$ cat config.mk
export PLATFORM = sky130hd
export DESIGN_NAME = mc_control_fsm
export DESIGN_NICKNAME = d
export VERILOG_FILES = /design/src/rtl/mc_ctrl_pkg.sv /design/src/rtl/mc_ctrl_decode.sv /design/src/rtl/mc_control_fsm.sv
export SDC_FILE = /design/constraint.sdc
export NUM_CORES = 1
export LEC_CHECK = 0
export CORE_MARGIN = 2
export CORE_UTILIZATION = 46
export DETAILED_ROUTE_END_ITERATION = 8
export GPL_ROUTABILITY_DRIVEN = 0
export PLACE_DENSITY = 0.82
export RECOVER_POWER = 50
export SYNTH_ARGS = -nofsm -noshare
export SYNTH_HDL_FRONTEND = slang
export SYNTH_HIERARCHICAL = 1
export SYNTH_SLANG_ARGS = --single-unit
export TNS_END_PERCENT = 30
$ cat constraint.sdc
create_clock -name clk -period 1.62 [get_ports clk]
set_input_delay 0.324 -clock clk [delete_from_list [all_inputs] [get_ports clk]]
set_output_delay 0.324 -clock clk [all_outputs]
set_load 0.02 [all_outputs]
$ cat src/rtl/mc_ctrl_pkg.sv
// Shared types and select codes for the multicycle control unit.
// Latency: n/a (package); backpressure: n/a.
package mc_ctrl_pkg;

    typedef enum logic [3:0] {
        FETCH  = 4'd0,
        DECODE = 4'd1,
        EXEC_R = 4'd2,
        EXEC_I = 4'd3,
        ADDR   = 4'd4,
        MEM_RD = 4'd5,
        MEM_WR = 4'd6,
        WB_ALU = 4'd7,
        WB_MEM = 4'd8,
        BRANCH = 4'd9,
        JUMP   = 4'd10
    } state_e;

    localparam logic [3:0] OP_AND  = 4'd0;
    localparam logic [3:0] OP_ADD  = 4'd1;
    localparam logic [3:0] OP_SUB  = 4'd2;
    localparam logic [3:0] OP_ADDI = 4'd3;
    localparam logic [3:0] OP_ANDI = 4'd4;
    localparam logic [3:0] OP_LW   = 4'd5;
    localparam logic [3:0] OP_SW   = 4'd6;
    localparam logic [3:0] OP_BEQ  = 4'd7;
    localparam logic [3:0] OP_BNE  = 4'd8;
    localparam logic [3:0] OP_JMP  = 4'd9;
    localparam logic [3:0] OP_CALL = 4'd10;
    localparam logic [3:0] OP_RET  = 4'd11;

    localparam logic [1:0] PC_INC = 2'b00;
    localparam logic [1:0] PC_BR  = 2'b01;
    localparam logic [1:0] PC_JMP = 2'b10;
    localparam logic [1:0] PC_R7  = 2'b11;

    localparam logic [1:0] B_RT   = 2'b00;
    localparam logic [1:0] B_IMM  = 2'b01;
    localparam logic [1:0] B_ONE  = 2'b10;
    localparam logic [1:0] B_ZERO = 2'b11;

    localparam logic [1:0] ALU_ADD = 2'b00;
    localparam logic [1:0] ALU_SUB = 2'b01;
    localparam logic [1:0] ALU_AND = 2'b10;

    localparam logic [1:0] DST_RD = 2'b00;
    localparam logic [1:0] DST_RT = 2'b01;
    localparam logic [1:0] DST_R7 = 2'b10;

    localparam logic [1:0] WBS_ALU = 2'b00;
    localparam logic [1:0] WBS_MDR = 2'b01;
    localparam logic [1:0] WBS_PC1 = 2'b10;

    typedef struct packed {
        logic       pc_we;
        logic [1:0] pc_src;
        logic       ir_we;
        logic       mem_rd;
        logic       mem_wr;
        logic       addr_sel;
        logic [1:0] alu_b_sel;
        logic [1:0] alu_op;
        logic       rf_we;
        logic [1:0] rf_dst_sel;
        logic [1:0] wb_sel;
    } ctrl_t;

endpackage

$ cat src/rtl/mc_ctrl_decode.sv
// Combinational state/opcode decode to datapath controls and next state.
// Latency: 0 cycles; backpressure: mem_ready holds FETCH/MEM_RD/MEM_WR.
module mc_ctrl_decode
    import mc_ctrl_pkg::*;
#(
    parameter int OPC_W = 4
) (
    input  state_e           state,
    input  logic [OPC_W-1:0] opcode,
    input  logic             alu_zero,
    input  logic             mem_ready,
    output ctrl_t            ctrl,
    output state_e           next_state,
    output logic             done_nxt,
    output logic             illegal_nxt
);

    always_comb begin
        ctrl        = '0;
        next_state  = FETCH;
        done_nxt    = 1'b0;
        illegal_nxt = 1'b0;
        case (state)
            FETCH: begin
                ctrl.mem_rd    = 1'b1;
                ctrl.alu_b_sel = B_ONE;
                ctrl.alu_op    = ALU_ADD;
                ctrl.pc_src    = PC_INC;
                ctrl.ir_we     = mem_ready;
                ctrl.pc_we     = mem_ready;
                next_state     = mem_ready ? DECODE : FETCH;
            end
            DECODE: begin
                case (opcode)
                    OP_AND, OP_ADD, OP_SUB:  next_state = EXEC_R;
                    OP_ADDI, OP_ANDI:        next_state = EXEC_I;
                    OP_LW, OP_SW:            next_state = ADDR;
                    OP_BEQ, OP_BNE:          next_state = BRANCH;
                    OP_JMP, OP_CALL, OP_RET: next_state = JUMP;
                    default: begin
                        // undefined opcode retires as a NOP
                        done_nxt    = 1'b1;
                        illegal_nxt = 1'b1;
                    end
                endcase
            end
            EXEC_R: begin
                ctrl.alu_b_sel  = B_RT;
                ctrl.alu_op     = (opcode == OP_AND) ? ALU_AND :
                                  (opcode == OP_SUB) ? ALU_SUB : ALU_ADD;
                ctrl.rf_dst_sel = DST_RD;
                next_state      = WB_ALU;
            end
            EXEC_I: begin
                ctrl.alu_b_sel  = B_IMM;
                ctrl.alu_op     = (opcode == OP_ANDI) ? ALU_AND : ALU_ADD;
                ctrl.rf_dst_sel = DST_RT;
                next_state      = WB_ALU;
            end
            WB_ALU: begin
                ctrl.rf_we      = 1'b1;
                ctrl.wb_sel     = WBS_ALU;
                ctrl.rf_dst_sel = (opcode == OP_ADDI || opcode == OP_ANDI) ? DST_RT : DST_RD;
                done_nxt        = 1'b1;
            end
            ADDR: begin
                ctrl.alu_b_sel = B_IMM;
                ctrl.alu_op    = ALU_ADD;
                next_state     = (opcode == OP_LW) ? MEM_RD : MEM_WR;
            end
            MEM_RD: begin
                ctrl.mem_rd   = 1'b1;
                ctrl.addr_sel = 1'b1;
                next_state    = mem_ready ? WB_MEM : MEM_RD;
            end
            WB_MEM: begin
                ctrl.rf_we      = 1'b1;
                ctrl.wb_sel     = WBS_MDR;
                ctrl.rf_dst_sel = DST_RT;
                done_nxt        = 1'b1;
            end
            MEM_WR: begin
                ctrl.mem_wr   = 1'b1;
                ctrl.addr_sel = 1'b1;
                next_state    = mem_ready ? FETCH : MEM_WR;
                done_nxt      = mem_ready;
            end
            BRANCH: begin
                ctrl.alu_b_sel = B_RT;
                ctrl.alu_op    = ALU_SUB;
                ctrl.pc_src    = PC_BR;
                ctrl.pc_we     = ((opcode == OP_BEQ) & alu_zero) | ((opcode == OP_BNE) & ~alu_zero);
                done_nxt       = 1'b1;
            end
            JUMP: begin
                ctrl.pc_we  = 1'b1;
                ctrl.pc_src = (opcode == OP_RET) ? PC_R7 : PC_JMP;
                if (opcode == OP_CALL) begin
                    // PC already holds pc+1 from FETCH, so R7 gets the return address
                    ctrl.rf_we      = 1'b1;
                    ctrl.rf_dst_sel = DST_R7;
                    ctrl.wb_sel     = WBS_PC1;
                end
                done_nxt = 1'b1;
            end
            default: next_state = FETCH;
        endcase
    end

endmodule

$ cat src/rtl/mc_control_fsm.sv
// Multicycle control FSM: state register, retire/illegal pulse flops, reset gating.
// Latency: 3-5 cycles per instruction; backpressure: mem_ready=0 stretches memory states.
module mc_control_fsm
    import mc_ctrl_pkg::*;
#(
    parameter int OPC_W   = 4,
    parameter int STATE_W = 4
) (
    input  logic               clk,
    input  logic               rst_n,
    input  logic [OPC_W-1:0]   opcode,
    input  logic               alu_zero,
    input  logic               mem_ready,
    output logic               pc_we,
    output logic [1:0]         pc_src,
    output logic               ir_we,
    output logic               mem_rd,
    output logic               mem_wr,
    output logic               addr_sel,
    output logic [1:0]         alu_b_sel,
    output logic [1:0]         alu_op,
    output logic               rf_we,
    output logic [1:0]         rf_dst_sel,
    output logic [1:0]         wb_sel,
    output logic [STATE_W-1:0] state_o,
    output logic               instr_done,
    output logic               illegal
);

    state_e state_q;
    state_e state_d;
    ctrl_t  ctrl;
    ctrl_t  ctrl_g;
    logic   done_d;
    logic   illegal_d;
    logic   done_q;
    logic   illegal_q;

    mc_ctrl_decode #(.OPC_W(OPC_W)) u_decode (
        .state       (state_q),
        .opcode      (opcode),
        .alu_zero    (alu_zero),
        .mem_ready   (mem_ready),
        .ctrl        (ctrl),
        .next_state  (state_d),
        .done_nxt    (done_d),
        .illegal_nxt (illegal_d)
    );

    always_ff @(posedge clk or negedge rst_n) begin
        if (!rst_n) begin
            state_q   <= FETCH;
            done_q    <= 1'b0;
            illegal_q <= 1'b0;
        end else begin
            state_q   <= state_d;
            done_q    <= done_d;
            illegal_q <= illegal_d;
        end
    end

    // FETCH decodes mem_rd=1, so controls are squashed while reset is held
    assign ctrl_g = rst_n ? ctrl : '0;

    assign pc_we      = ctrl_g.pc_we;
    assign pc_src     = ctrl_g.pc_src;
    assign ir_we      = ctrl_g.ir_we;
    assign mem_rd     = ctrl_g.mem_rd;
    assign mem_wr     = ctrl_g.mem_wr;
    assign addr_sel   = ctrl_g.addr_sel;
    assign alu_b_sel  = ctrl_g.alu_b_sel;
    assign alu_op     = ctrl_g.alu_op;
    assign rf_we      = ctrl_g.rf_we;
    assign rf_dst_sel = ctrl_g.rf_dst_sel;
    assign wb_sel     = ctrl_g.wb_sel;
    assign state_o    = STATE_W'(state_q);
    assign instr_done = done_q;
    assign illegal    = illegal_q;

endmodule

Word-level counts from Yosys, hierarchy flattened
Cells that the tools add are included.
W data, S select, Z words.
{ "op_classes": {"eq_ne": 21, "muxes": 25, "n_bitwise": 4, "reduce_logical": 15} }
{ "op_table": {"columns": ["op", "count"], "rows": [
  ["$pmux W4 S5", 2],
  ["$eq A4 B3 Y1 const B", 8],
  ["$eq A4 B4 Y1 const B", 7],
  ["$pmux W4 S6", 1],
  ["$eq A4 B2 Y1 const B", 4],
  ["$mux W16", 1],
  ["$reduce_or A2 Y1", 8],
  ["$reduce_or A12 Y1", 1],
  ["$mux W1", 10],
  ["$pmux W3 S3", 1],
  ["$eq A4 B1 Y1 const B", 2],
  ["$logic_not A4 Y1", 2],
  ["$mux W2", 3],
  ["$pmux W2 S3", 1],
  ["$reduce_or A3 Y1", 2],
  ["$mux W5", 1],
  ["$mux W4", 1],
  ["$pmux W2 S2", 1],
  ["$reduce_or A4 Y1", 1],
  ["$mux W3", 1],
  ["$pmux W1 S3", 1],
  ["$and A1 B1 Y1", 2],
  ["$pmux W1 S2", 1],
  ["$logic_or A1 B1 Y1", 1],
  ["2 further kinds", 2]
]} }
{ "totals": {"register_bits": 6, "input_bits": 8, "output_inout_bits": 22, "word_cells": 68} }

Longest topological paths before layout
Gate-level depths: netlist of run 1.
{ "depth": {"ltp_word": 5, "mapped_depth": 6, "depth_no_buf": 4} }

Hierarchy
Netlist of run 1, hierarchy kept.
{ "by_module_without_submodules": {"columns": ["mod", "n_inst", "cells_per_inst", "area_each_um2", "seq_area_each_um2"], "rows": [
  ["mc_ctrl_decode", 1, 87, 636.9, 0.0],
  ["mc_control_fsm", 1, 23, 276.5, 150.1]
]} }

Least setup slack after synthesis of run 1
OpenSTA, ideal clock, no wires.
{ "synth_path": {"path_type": "reg-to-output", "startpoint": "register state_q[1] (netlist: state_o[1])", "endpoint": "output pc_we", "arrival_time_ns": 1.353, "required_ns": 1.296, "setup_slack_ns": -0.057, "stages_incl_launch_ff": 6, "n_path_buf": 2, "path_cell_list": "dfrtp_1 -> buf_6 -> buf_6 -> nand3b_1 -> o32ai_1 -> and2_2"} }
{ "synth_rtl": {"columns": ["element", "line", "source"], "rows": [
  ["start: declaration", "mc_control_fsm.sv:30", "state_e state_q;"],
  ["start signal: assignment", "mc_control_fsm.sv:56", "state_q <= state_d;"],
  ["end: declaration", "mc_control_fsm.sv:14", "output logic pc_we,"]
]} }

==> qor.txt, run 1 <==
CP Capture Type = primary output
EDFF count, synth = 0
leading cell types by total area after synthesis = sky130_fd_sc_hd__dfrtp_1, sky130_fd_sc_hd__and2_2, sky130_fd_sc_hd__buf_6, sky130_fd_sc_hd__and2_1, sky130_fd_sc_hd__a21oi_1
overflow left after global routing = 0
Cell Chain, Critical Path = buf_6, nand3b_1, o31ai_2, and2_4, buf_6
Floorplan Core Area = 1920 um2
pin slew with the least headroom to its limit = 0.411 ns
Die Outline Area = 2360 um2
1st-pass router iterations = 4
IO Port Bufs = 29
static leakage = 0.731 nW
number of vias after detailed routing = 1144
count of endpoints failing hold in the final timing report = 0
highest fanout seen on the critical path = 7
worst setup path category = register to primary output
Netlist cell types = 47
number of buffers inserted during clock tree synthesis = 3
max-cap violations = 0
pin count of the biggest net entering global routing = 18
die height = 48.6 um
status = finished with violations
Global Route Usage Sum = 28.4%
Max Slew Vio Count = 0
number of top-level design ports = 30
dominant synthesized flop cell = sky130_fd_sc_hd__dfrtp_1
number of placement rows = 16
Synth area leader = sky130_fd_sc_hd__dfrtp_1
Reg2Reg Depth = 5
Power Dens Cells = 1510 nW/um2
worst slew margin relative to its limit = 71.9%
share of Yosys cell area claimed by the top area cell type = 16.4%
min Tclk post-route = 1.92 ns
post-detailed-route wirelength per cell = 17.7 um
Antenna Diode Count = 0
residual DRC count = 0
kind of path behind the tightest hold check = input pin to register
kind of launch point of the worst setup path = register
half-perimeter wire length after placement = 2.05 mm
number of nets in the final layout = 184
upper clock frequency limit = 521 MHz
RSZ-0062 raised after global routing = true
final clock period utilization by the worst path = 118%
Yosys Warn Count = 6
final WL = 3.55 mm
die outline width = 48.6 um
cell depth of the worst min-delay path = 3
fraction of final layout cells with drive strength greater than 1 = 58.6%
Data required, critical path = 1.30 ns
Mapped Area = 913 um2
delay of the slowest critical-path stage = 0.47 ns
number of levels in the clock H-tree = 1
largest voltage drop on the vdd net = 1.12 mV
most frequent cell on the critical path = sky130_fd_sc_hd__buf_6
Post-Synthesis Net Count = 118
remaining antenna violation count = 0
number of antenna violations at the first check in global routing = 0
violated checks = setup timing
Layout area overhead = 73.8%
FFs w/ async S/R, synth = 100%
total number of clock tree sinks = 6
clock skew = 0.00358 ns
clock latency on the worst-skew pair = 0.26 ns
highest-delay cell along the critical path = sky130_fd_sc_hd__dfrtp_2
global-route wire length before repair = 5.24 mm
library cell used as clock root buffer = sky130_fd_sc_hd__clkbuf_4
fraction of the yosys area taken by sequential cells = 16.4%
flop2flop setup slack = 0.08 ns
average vias per placed instance = 5.69
TritonCTS clock tree = yes
number of global-route vias before repair = 1136
setup violation total in the final timing report = 16
number of storage elements in the synthesis netlist = 6
starting density of the core = 47.5%
clock-pin transition on the worst setup and hold timing paths = 0.05 ns
Post-Route Utilization = 82.6%
average size of a mapped cell = 8.30 um2
total negative slack = -3.29 ns
Bufs on Longest Clock Path = 2
number of design-rule violations left by the first detailed-router iteration = 50
slack of the critical path = -0.298 ns
arrival time at the worst endpoint = 1.59 ns
quantity of hold-fixing buffers added after cts = 0
Syn Inst Count = 110
-- registers in the layout (all words and copies together), names as in the netlist --
register    cells
instr_done      1
illegal         1
state_o         4
-- report_power, final --
part	leakage, nW	switching (mW)	internal, mW
Sequential	0.0719	0.0884	0.215
Combinational	0.645	0.939	0.996
Clock	0.0138	0.0737	0.0852
-- logic make-up after synthesis --
| family | after synthesis | share of synthesized area, % |
|---|---|---|
| compound gates | 25 | 21.4 |
| mux | 2 | 2.19 |
| fa+ha+maj | 1 | 1.23 |
| buf+inv | 13 | 11.0 |
| xor+xnor | 2 | 1.92 |
| simple gates | 61 | 45.9 |
| flops | 6 | 16.4 |
-- layout make-up --
cell class	count	area [um2]
clock buffer	3	22.5
multi-input combinational	91	738
sequential	6	155
fill	118	334
inverter	3	11.3
timing repair buffer	71	627
tap	27	33.8
-- synth_stat cells, drive strengths merged (2+ instances only) --
master / instances
and2: 21
buf: 10
nor2: 7
a21oi: 6
dfrtp: 6
nand2: 5
nand2b: 4
and3: 3
inv: 3
nand3b: 3
nor2b: 3
o21ai: 3
a21boi: 2
a221o: 2
a32oi: 2
and2b: 2
mux2i: 2
nor3b: 2
nor4: 2
nor4b: 2
o32ai: 2
or2: 2
xor2: 2
-- worst paths after layout --
kind                                      startpoint              endpoint
worst max-delay path            state_o[0]$_DFF_PN0_         rf_dst_sel[0]
worst min-delay path                       opcode[2]     illegal$_DFF_PN0_
worst max register to register  state_o[2]$_DFF_PN0_  instr_done$_DFF_PN0_
worst min register to register  state_o[2]$_DFF_PN0_  state_o[3]$_DFF_PN0_
max in group asynchronous                      rst_n  state_o[0]$_DFF_PN0_
min in group asynchronous                      rst_n  instr_done$_DFF_PN0_
-- critical path, delay by kind of cell, from the launching register on --
| kind | cells | cell delay [ns] |
|---|---|---|
| buf+inv | 2 | 0.26 |
| flops | 1 | 0.47 |
| simple gates | 2 | 0.32 |
| compound gates | 1 | 0.29 |
-- metal layers --
layer,vias up,global-route usage [%],routed length [um]
met5,-,0,0
met4,0,9.05,83
met3,11,5.56,290
met2,69,51.4,1820
met1,535,33.6,1360
li1,529,-,-
-- placed cells by master (no fill, tap or decap), types with 3 or more instances in the layout --
| cell | netlist | routed |
|---|---|---|
| sky130_fd_sc_hd__buf_4 | 3 | 37 |
| sky130_fd_sc_hd__buf_6 | 5 | 16 |
| sky130_fd_sc_hd__and2_1 | 8 | 7 |
| sky130_fd_sc_hd__and2_4 | 0 | 7 |
| sky130_fd_sc_hd__and2_2 | 12 | 6 |
| sky130_fd_sc_hd__dlygate4sd2_1 | 0 | 5 |
| sky130_fd_sc_hd__nor2_2 | 2 | 5 |
| sky130_fd_sc_hd__nand2_1 | 5 | 5 |
| sky130_fd_sc_hd__clkdlybuf4s50_1 | 0 | 4 |
| sky130_fd_sc_hd__dfrtp_2 | 0 | 4 |
| sky130_fd_sc_hd__a21oi_1 | 6 | 4 |
| sky130_fd_sc_hd__clkbuf_4 | 0 | 3 |
| sky130_fd_sc_hd__buf_2 | 2 | 3 |
| sky130_fd_sc_hd__inv_1 | 3 | 3 |
| sky130_fd_sc_hd__and3_1 | 3 | 3 |
| sky130_fd_sc_hd__nand3b_1 | 3 | 3 |
-- timing repair --
item,CTS,global route
gates resized for setup,118,20
setup buffers,8,1
setup endpoints to repair,20,18
pin swaps,5,11
-- through the flow --
| step | hold slack [ns] | power [mW] | setup WS, ns | std cells | instance area (um2) |
|---|---|---|---|---|---|
| 4_1_cts | 0.547 | 2.18 | -0.241 | 200 | 1530 |
| 5_1_grt | 0.665 | 2.51 | -0.376 | 201 | 1590 |
| 3_5_place_dp | 0.624 | 1.80 | -0.976 | 189 | 1410 |
| 3_3_place_gp | 0.613 | 1.76 | -0.925 | 189 | 1410 |
| 6_report | 0.632 | 2.40 | -0.298 | 201 | 1590 |
| 2_1_floorplan | 0.0284 | 1.23 | -0.0178 | 110 | 917 |
Power figures use the tool's default switching activity.
==> run 2: changes to the inputs <==
CELL_PAD_IN_SITES_DETAIL_PLACEMENT = 0   (was unset)
CELL_PAD_IN_SITES_GLOBAL_PLACEMENT = 1   (was unset)
CORE_UTILIZATION = 33   (was 46)
==> run 2 against run 1 <==
The run still ends with setup timing left. Sequential share of layout area shrank 0.34 points. Die area grew 36%. Combinational power is essentially flat. Worst setup slack gained 0.0085 ns. Design area grew 3.6%. Clock skew grew 0.0096 ns. Clock-buffer cell count grew 1. Fmax grew 0.45%. Power shrank 1.1%. Sequential power shrank 6%. Register-to-register slack gained 0.04 ns. Largest cell class unchanged. Largest power group unchanged.
==> qor.txt, run 2 (synthesis gave the netlist of run 1 again) <==
fraction of final layout cells with drive strength greater than 1 = 56.7% (was 58.6%)
worst slew margin relative to its limit = 77.1% (was 71.9%)
clock skew = 0.0132 ns (was 0.00358 ns)
slack of the critical path = -0.290 ns (was -0.298 ns)
average vias per placed instance = 5.24 (was 5.69)
number of levels in the clock H-tree = 1 (unchanged)
residual DRC count = 0 (unchanged)
upper clock frequency limit = 524 MHz (was 521 MHz)
library cell used as clock root buffer = sky130_fd_sc_hd__clkbuf_4 (unchanged)
count of endpoints failing hold in the final timing report = 0 (unchanged)
Non-Filler Cell Area, Final = 1650 um2 (was 1590 um2)
clock-pin transition on the worst setup and hold timing paths = 0.06 ns (was 0.05 ns)
number of buffers inserted during clock tree synthesis = 3 (unchanged)
post-route insts no fill = 209 (was 201)
half-perimeter wire length after placement = 2.00 mm (was 2.05 mm)
Layout area overhead = 80.1% (was 73.8%)
number of vias after detailed routing = 1096 (was 1144)
violated checks = setup timing (unchanged)
final clock period utilization by the worst path = 118% (about the same)
Power Dens Cells = 1440 nW/um2 (was 1510 nW/um2)
Die Outline Area = 3200 um2 (was 2360 um2)
number of top-level design ports = 30 (unchanged)
number of nets in the final layout = 187 (was 184)
highest fanout seen on the critical path = 6 (was 7)
global-route wire length before repair = 4.77 mm (was 5.24 mm)
TritonCTS clock tree = yes (unchanged)
clock latency on the worst-skew pair = 0.26 ns (about the same)
number of global-route vias before repair = 1067 (was 1136)
arrival time at the worst endpoint = 1.59 ns (about the same)
total of fill cells in the finished design = 250 (was 118)
IO Port Bufs = 29 (unchanged)
kind of launch point of the worst setup path = register (unchanged)
number of antenna violations at the first check in global routing = 0 (unchanged)
Area after DPL = 1440 um2 (was 1410 um2)
CP Capture Type = primary output (unchanged)
static leakage = 0.754 nW (was 0.731 nW)
worst setup path category = register to primary output (unchanged)
min Tclk post-route = 1.91 ns (was 1.92 ns)
pin count of the biggest net entering global routing = 22 (was 18)
1st-pass router iterations = 5 (was 4)
final WL = 3.03 mm (was 3.55 mm)
kind of path behind the tightest hold check = input pin to register (unchanged)
overflow left after global routing = 0 (unchanged)
Floorplan Core Area = 2690 um2 (was 1920 um2)
largest voltage drop on the vdd net = 1.00 mV (was 1.12 mV)
commonest non-fill, non-tap cell in the layout = sky130_fd_sc_hd__buf_4 (unchanged)
total number of clock tree sinks = 6 (unchanged)
Data required, critical path = 1.30 ns (about the same)
quantity of hold-fixing buffers added after cts = 0 (unchanged)
pin slew with the least headroom to its limit = 0.343 ns (was 0.411 ns)
Bufs on Longest Clock Path = 2 (unchanged)
Max Slew Vio Count = 0 (unchanged)
Antenna Diode Count = 0 (unchanged)
post-detailed-route wirelength per cell = 14.5 um (was 17.7 um)
die height = 56.6 um (was 48.6 um)
number of placement rows = 19 (was 16)
starting density of the core = 34.0% (was 47.5%)
setup violation total in the final timing report = 16 (unchanged)
die outline width = 56.6 um (was 48.6 um)
max reg flops = 4 (unchanged)
Global Route Usage Sum = 18.5% (was 28.4%)
max-cap violations = 0 (unchanged)
remaining antenna violation count = 0 (unchanged)
most frequent cells in the layout = sky130_fd_sc_hd__buf_4, sky130_fd_sc_hd__buf_6, sky130_fd_sc_hd__and2_2, sky130_fd_sc_hd__and2_1, sky130_fd_sc_hd__a21oi_1 (was sky130_fd_sc_hd__buf_4, sky130_fd_sc_hd__buf_6, sky130_fd_sc_hd__and2_1, sky130_fd_sc_hd__and2_4, sky130_fd_sc_hd__and2_2)
status = finished with violations (unchanged)
number of design-rule violations left by the first detailed-router iteration = 20 (was 50)
Placed Instances = 193 (was 189)
RSZ-0062 raised after global routing = true (unchanged)
Hold Worst Slack = 0.573 ns (was 0.632 ns)
==> run 2: final timing paths <==
path	from	endpoint	slack (ns)	cells after the start
max reg2reg	state_o[1]$_DFF_PN0_	state_o[0]$_DFF_PN0_	0.12	5
min in group asynchronous	rst_n	state_o[1]$_DFF_PN0_	0.67	3
min reg2reg	state_o[3]$_DFF_PN0_	state_o[2]$_DFF_PN0_	0.62	2
max in group asynchronous	rst_n	state_o[0]$_DFF_PN0_	0.68	3
min	opcode[2]	illegal$_DFF_PN0_	0.57	3
max	state_o[3]$_DFF_PN0_	rf_dst_sel[0]	-0.29	6
==> run 2: timing repair <==
action | 4_1_cts | 5_1_grt
gates cloned | 0 | 1
buffers inserted | 8 | 3
setup endpoints to repair | 20 | 16
endpoints found under the hold margin | 0 | 0
pin swaps | 8 | 7
gates resized for setup | 108 | 16
==> run 2: through the flow <==
step           setup TNS, ns  setup WS [ns]  power (mW)  util [%]
2_1_floorplan        -0.0178        -0.0178        1.23         -
3_3_place_gp          -10.42         -0.906        1.83      53.7
3_5_place_dp          -10.86         -0.949        1.85      53.7
4_1_cts                -3.56         -0.302        2.16      57.5
5_1_grt                -4.15         -0.377        2.50      61.2
6_report               -3.17         -0.290        2.37      61.2
==> run 2: critical path, stage by stage, from the launching register on <==
cell and delay, ns:
sky130_fd_sc_hd__dfrtp_2 0.44, sky130_fd_sc_hd__buf_6 0.14, sky130_fd_sc_hd__nand3b_1 0.20, sky130_fd_sc_hd__o32a_1 0.20, sky130_fd_sc_hd__o31ai_2 0.06, sky130_fd_sc_hd__and2_4 0.18
sky130_fd_sc_hd__buf_6 0.11
==> run 2: area by class of cell <==
class | count | area, um2 | area share, %
Inverter | 3 | 11.3 | 0.684
Tap cell | 31 | 38.8 | 2.36
Timing Repair Buffer | 74 | 667 | 40.5
Clock buffer | 4 | 26.3 | 1.60
Sequential cell | 6 | 155 | 9.43
Multi-Input combinational cell | 91 | 747 | 45.4
==> run 2: power by group <==
part           total, mW  internal, mW  switching [mW]
clock network      0.160        0.0940          0.0663
registers          0.285         0.215          0.0700
logic               1.93          1.04           0.884
==> run 2: metal layers <==
layer / vias up / share of wire (%) / track usage, %
met5: - / 0 / 0
met4: 0 / 2.2 / 9.18
met3: 9 / 4.1 / 2.76
met2: 36 / 53 / 33.4
met1: 513 / 41 / 20.9
li1: 538 / - / -
==> run 3: changes to the inputs <==
ABC_AREA = 1   (was unset)
CORE_UTILIZATION = 28   (was 33)
PLACE_DENSITY = 0.81   (was 0.82)
SLEW_MARGIN = 20   (was unset)
==> run 3 against run 2 <==
Largest power group unchanged. The run still ends with setup timing left. Clock skew is 0.0098 ns lower. Power is 16% lower. Clock-buffer cell count is 1 lower. Final cell count is 17% higher. Clock power is 18% lower. Non-clock buffer count is 10 lower. Critical path depth is 1 higher. Via count is 0.55% lower. Die area is 2.9% higher. First-iteration DRC count is 10% lower. Wire length is 18% lower.
==> qor.txt, run 3 <==
status = finished with violations (unchanged)
violated checks = setup timing (unchanged)
most frequent cells in the layout = sky130_fd_sc_hd__nand2_1, sky130_fd_sc_hd__buf_4, sky130_fd_sc_hd__inv_1, sky130_fd_sc_hd__nor2_1, sky130_fd_sc_hd__nand2_2 (was sky130_fd_sc_hd__buf_4, sky130_fd_sc_hd__buf_6, sky130_fd_sc_hd__and2_2, sky130_fd_sc_hd__and2_1, sky130_fd_sc_hd__a21oi_1)
Layout area overhead = 84.8% (was 80.1%)
average vias per placed instance = 4.47 (was 5.24)
Overall Power = 1.99 mW (was 2.37 mW)
number of antenna violations at the first check in global routing = 0 (unchanged)
highest fanout seen on the critical path = 6 (unchanged)
max-cap violations = 0 (unchanged)
worst slew margin relative to its limit = 78.9% (was 77.1%)
RSZ-0062 raised after global routing = true (unchanged)
worst setup path category = register to primary output (unchanged)
number of global-route vias before repair = 1062 (was 1067)
upper clock frequency limit = 558 MHz (was 524 MHz)
overflow left after global routing = 0 (unchanged)
EDFF count, synth = 0 (unchanged)
pin slew with the least headroom to its limit = 0.317 ns (was 0.343 ns)
Worst Hold End = illegal$_DFF_PN0_ (unchanged)
dominant synthesized flop cell = sky130_fd_sc_hd__dfrtp_1 (unchanged)
kind of launch point of the worst setup path = register (unchanged)
number of top-level design ports = 30 (unchanged)
total number of clock tree sinks = 6 (unchanged)
number of placement rows = 19 (unchanged)
Buffers & Inverters on Critical Path = 4 (was 2)
Global Route Usage Sum = 15.9% (was 18.5%)
residual DRC count = 0 (unchanged)
static leakage = 0.922 nW (was 0.754 nW)
clock latency on the worst-skew pair = 0.24 ns (was 0.26 ns)
count of endpoints failing hold in the final timing report = 0 (unchanged)
die height = 57.4 um (was 56.6 um)
capturing point of the worst reg2reg path = state_o[2]$_DFF_PN0_ (was state_o[0]$_DFF_PN0_)
Bufs on Longest Clock Path = 2 (unchanged)
Max Slew Vio Count = 0 (unchanged)
Placed Instances = 237 (was 193)
leading cell types by total area after synthesis = sky130_fd_sc_hd__nand2_1, sky130_fd_sc_hd__dfrtp_1, sky130_fd_sc_hd__inv_1, sky130_fd_sc_hd__nor2_1, sky130_fd_sc_hd__nand2_2 (was sky130_fd_sc_hd__dfrtp_1, sky130_fd_sc_hd__and2_2, sky130_fd_sc_hd__buf_6, sky130_fd_sc_hd__and2_1, sky130_fd_sc_hd__a21oi_1)
largest voltage drop on the vdd net = 0.904 mV (was 1.00 mV)
Largest delay share family, worst path = flip-flops (unchanged)
Netlist cell types = 20 (was 47)
arrival time at the worst endpoint = 1.47 ns (was 1.59 ns)
Data required, critical path = 1.30 ns (about the same)
top routing layer in use = met4 (unchanged)
number of nets in the final layout = 223 (was 187)
Hold Worst Slack = 0.599 ns (was 0.573 ns)
clock skew = 0.00335 ns (was 0.0132 ns)
min-delay src = opcode[2] (unchanged)
TritonCTS clock tree = yes (unchanged)
pin count of the biggest net entering global routing = 18 (was 22)
Die Outline Area = 3300 um2 (was 3200 um2)
Yosys Warn Count = 6 (unchanged)
delay of the slowest critical-path stage = 0.47 ns (was 0.44 ns)
fraction of the yosys area taken by sequential cells = 18.8% (was 16.4%)
number of storage elements in the synthesis netlist = 6 (unchanged)
commonest cells in the synthesized netlist = sky130_fd_sc_hd__nand2_1, sky130_fd_sc_hd__inv_1, sky130_fd_sc_hd__nor2_1, sky130_fd_sc_hd__nand2_2 (was sky130_fd_sc_hd__and2_2, sky130_fd_sc_hd__and2_1, sky130_fd_sc_hd__a21oi_1, sky130_fd_sc_hd__dfrtp_1)
Post-Synthesis Net Count = 156 (was 118)
final WL = 2.47 mm (was 3.03 mm)
setup violation total in the final timing report = 15 (was 16)
post-detailed-route wirelength per cell = 10.1 um (was 14.5 um)
Area after DPL = 1340 um2 (was 1440 um2)
Antenna Diode Count = 0 (unchanged)
fraction of final layout cells with drive strength greater than 1 = 47.4% (was 56.7%)
remaining antenna violation count = 0 (unchanged)
commonest non-fill, non-tap cell in the layout = sky130_fd_sc_hd__nand2_1 (was sky130_fd_sc_hd__buf_4)
starting density of the core = 29.2% (was 34.0%)
max reg flops = 4 (unchanged)
FFs w/ async S/R, synth = 100% (unchanged)
global-route wire length before repair = 4.20 mm (was 4.77 mm)
Synth area leader = sky130_fd_sc_hd__nand2_1 (was sky130_fd_sc_hd__dfrtp_1)
1st-pass router iterations = 4 (was 5)
cell depth of the worst min-delay path = 5 (was 3)
final clock period utilization by the worst path = 111% (was 118%)
die outline width = 57.4 um (was 56.6 um)
worst reg2reg path startpoint = state_o[2]$_DFF_PN0_ (was state_o[1]$_DFF_PN0_)
library cell used as clock root buffer = sky130_fd_sc_hd__clkbuf_4 (unchanged)
number of levels in the clock H-tree = 1 (unchanged)
most common cell in the netlist = sky130_fd_sc_hd__nand2_1 (was sky130_fd_sc_hd__and2_2)
Floorplan Core Area = 2730 um2 (was 2690 um2)
number of buffers inserted during clock tree synthesis = 3 (unchanged)
Reg2Reg Depth = 8 (was 5)
Non-Filler Cell Area, Final = 1480 um2 (was 1650 um2)
IO Port Bufs = 29 (unchanged)
post-route insts no fill = 244 (was 209)
Cell Chain, Critical Path = nor2_1, nand2_1, inv_1, buf_4, nand2_1, inv_1, clkdlybuf4s15_2 (was buf_6, nand3b_1, o32a_1, o31ai_2, and2_4, buf_6)
slack of the critical path = -0.173 ns (was -0.290 ns)
average size of a mapped cell = 5.40 um2 (was 8.30 um2)
number of vias after detailed routing = 1090 (was 1096)
highest-delay cell along the critical path = sky130_fd_sc_hd__dfrtp_2 (unchanged)
Syn Inst Count = 148 (was 110)
detailed-routed wire length on met2 = 1.29 mm (was 1.60 mm)
min Tclk post-route = 1.79 ns (was 1.91 ns)
CP Capture Type = primary output (unchanged)
kind of path behind the tightest hold check = input pin to register (unchanged)
half-perimeter wire length after placement = 2.05 mm (was 2.00 mm)
clock-pin transition on the worst setup and hold timing paths = 0.04 ns (was 0.06 ns)
post-route met1 wirelength = 1.04 mm (was 1.24 mm)
Met3 Routed Length = 116 um (was 124 um)
Power Dens Cells = 1350 nW/um2 (was 1440 nW/um2)
share of Yosys cell area claimed by the top area cell type = 21.1% (was 16.4%)
flop2flop setup slack = 0.22 ns (was 0.12 ns)
Mapped Area = 800 um2 (was 913 um2)
number of design-rule violations left by the first detailed-router iteration = 18 (was 20)
run 3: cells by family after synthesis:
| logic type | synth area share (%) |
|---|---|
| AOI/OAI and AO/OA | 10.2 |
| buffers and inverters | 21.3 |
| DFF | 18.8 |
| and+or+nand+nor | 49.8 |
run 3: area by class of cell:
| class | instances | area, um2 |
|---|---|---|
| Clock buffer | 3 | 22.5 |
| Fill cell | 282 | 1260 |
| Inverter | 37 | 146 |
| Multi-Input combinational cell | 103 | 544 |
| Sequential cell | 6 | 155 |
| Tap cell | 31 | 38.8 |
| Timing Repair Buffer | 64 | 571 |
run 3: worst reg2reg max path, stage by stage, from the launching register on:
cell and delay [ns]:
sky130_fd_sc_hd__dfrtp_2 0.44, sky130_fd_sc_hd__buf_6 0.14, sky130_fd_sc_hd__nand2_4 0.07, sky130_fd_sc_hd__buf_4 0.13, sky130_fd_sc_hd__nor2_2 0.05, sky130_fd_sc_hd__buf_4 0.13, sky130_fd_sc_hd__buf_4 0.13, sky130_fd_sc_hd__nand2_1 0.08
sky130_fd_sc_hd__nand4_1 0.09
run 3: worst max path at each step:
stage | startpoint | end | slack, ns | cells past startpoint
after floorplan | state_o[1]$_DFF_PN0_ | pc_we | 0.07 | 7
after CTS | state_o[2]$_DFF_PN0_ | pc_we | -0.19 | 9
final | state_o[0]$_DFF_PN0_ | wb_sel[0] | -0.17 | 7
after global placement | opcode[0] | rf_dst_sel[0] | -0.76 | 8
after global routing | state_o[2]$_DFF_PN0_ | pc_we | -0.27 | 9
after detailed placement | opcode[0] | rf_dst_sel[0] | -0.83 | 9
run 3: through the flow:
step           setup slack (ns)  setup TNS (ns)  utilization [%]
2_1_floorplan            0.0666               0                -
3_3_place_gp             -0.763           -8.85             49.1
3_5_place_dp             -0.827           -9.14             49.1
4_1_cts                  -0.187           -2.10             53.6
5_1_grt                  -0.273           -3.29             54.1
6_report                 -0.173           -1.77             54.1
run 3: metal layers:
| layer | track usage [%] | up-vias |
|---|---|---|
| met5 | 0 | - |
| met1 | 18.6 | 491 |
| met2 | 29.9 | 28 |
| met4 | 5.98 | 0 |
| li1 | - | 569 |
| met3 | 1.13 | 2 |
run 3: power by group:
part / internal [mW] / switching, mW / total, mW
combinational: 0.749 / 0.801 / 1.55
sequential: 0.216 / 0.0956 / 0.312
clock: 0.0834 / 0.0486 / 0.132
run 3: repair_timing:
action	CTS	global route
setup buffers	4	0
setup endpoints to repair	18	18
pin swaps	9	10
hold buffers	0	0
resized for setup	116	10
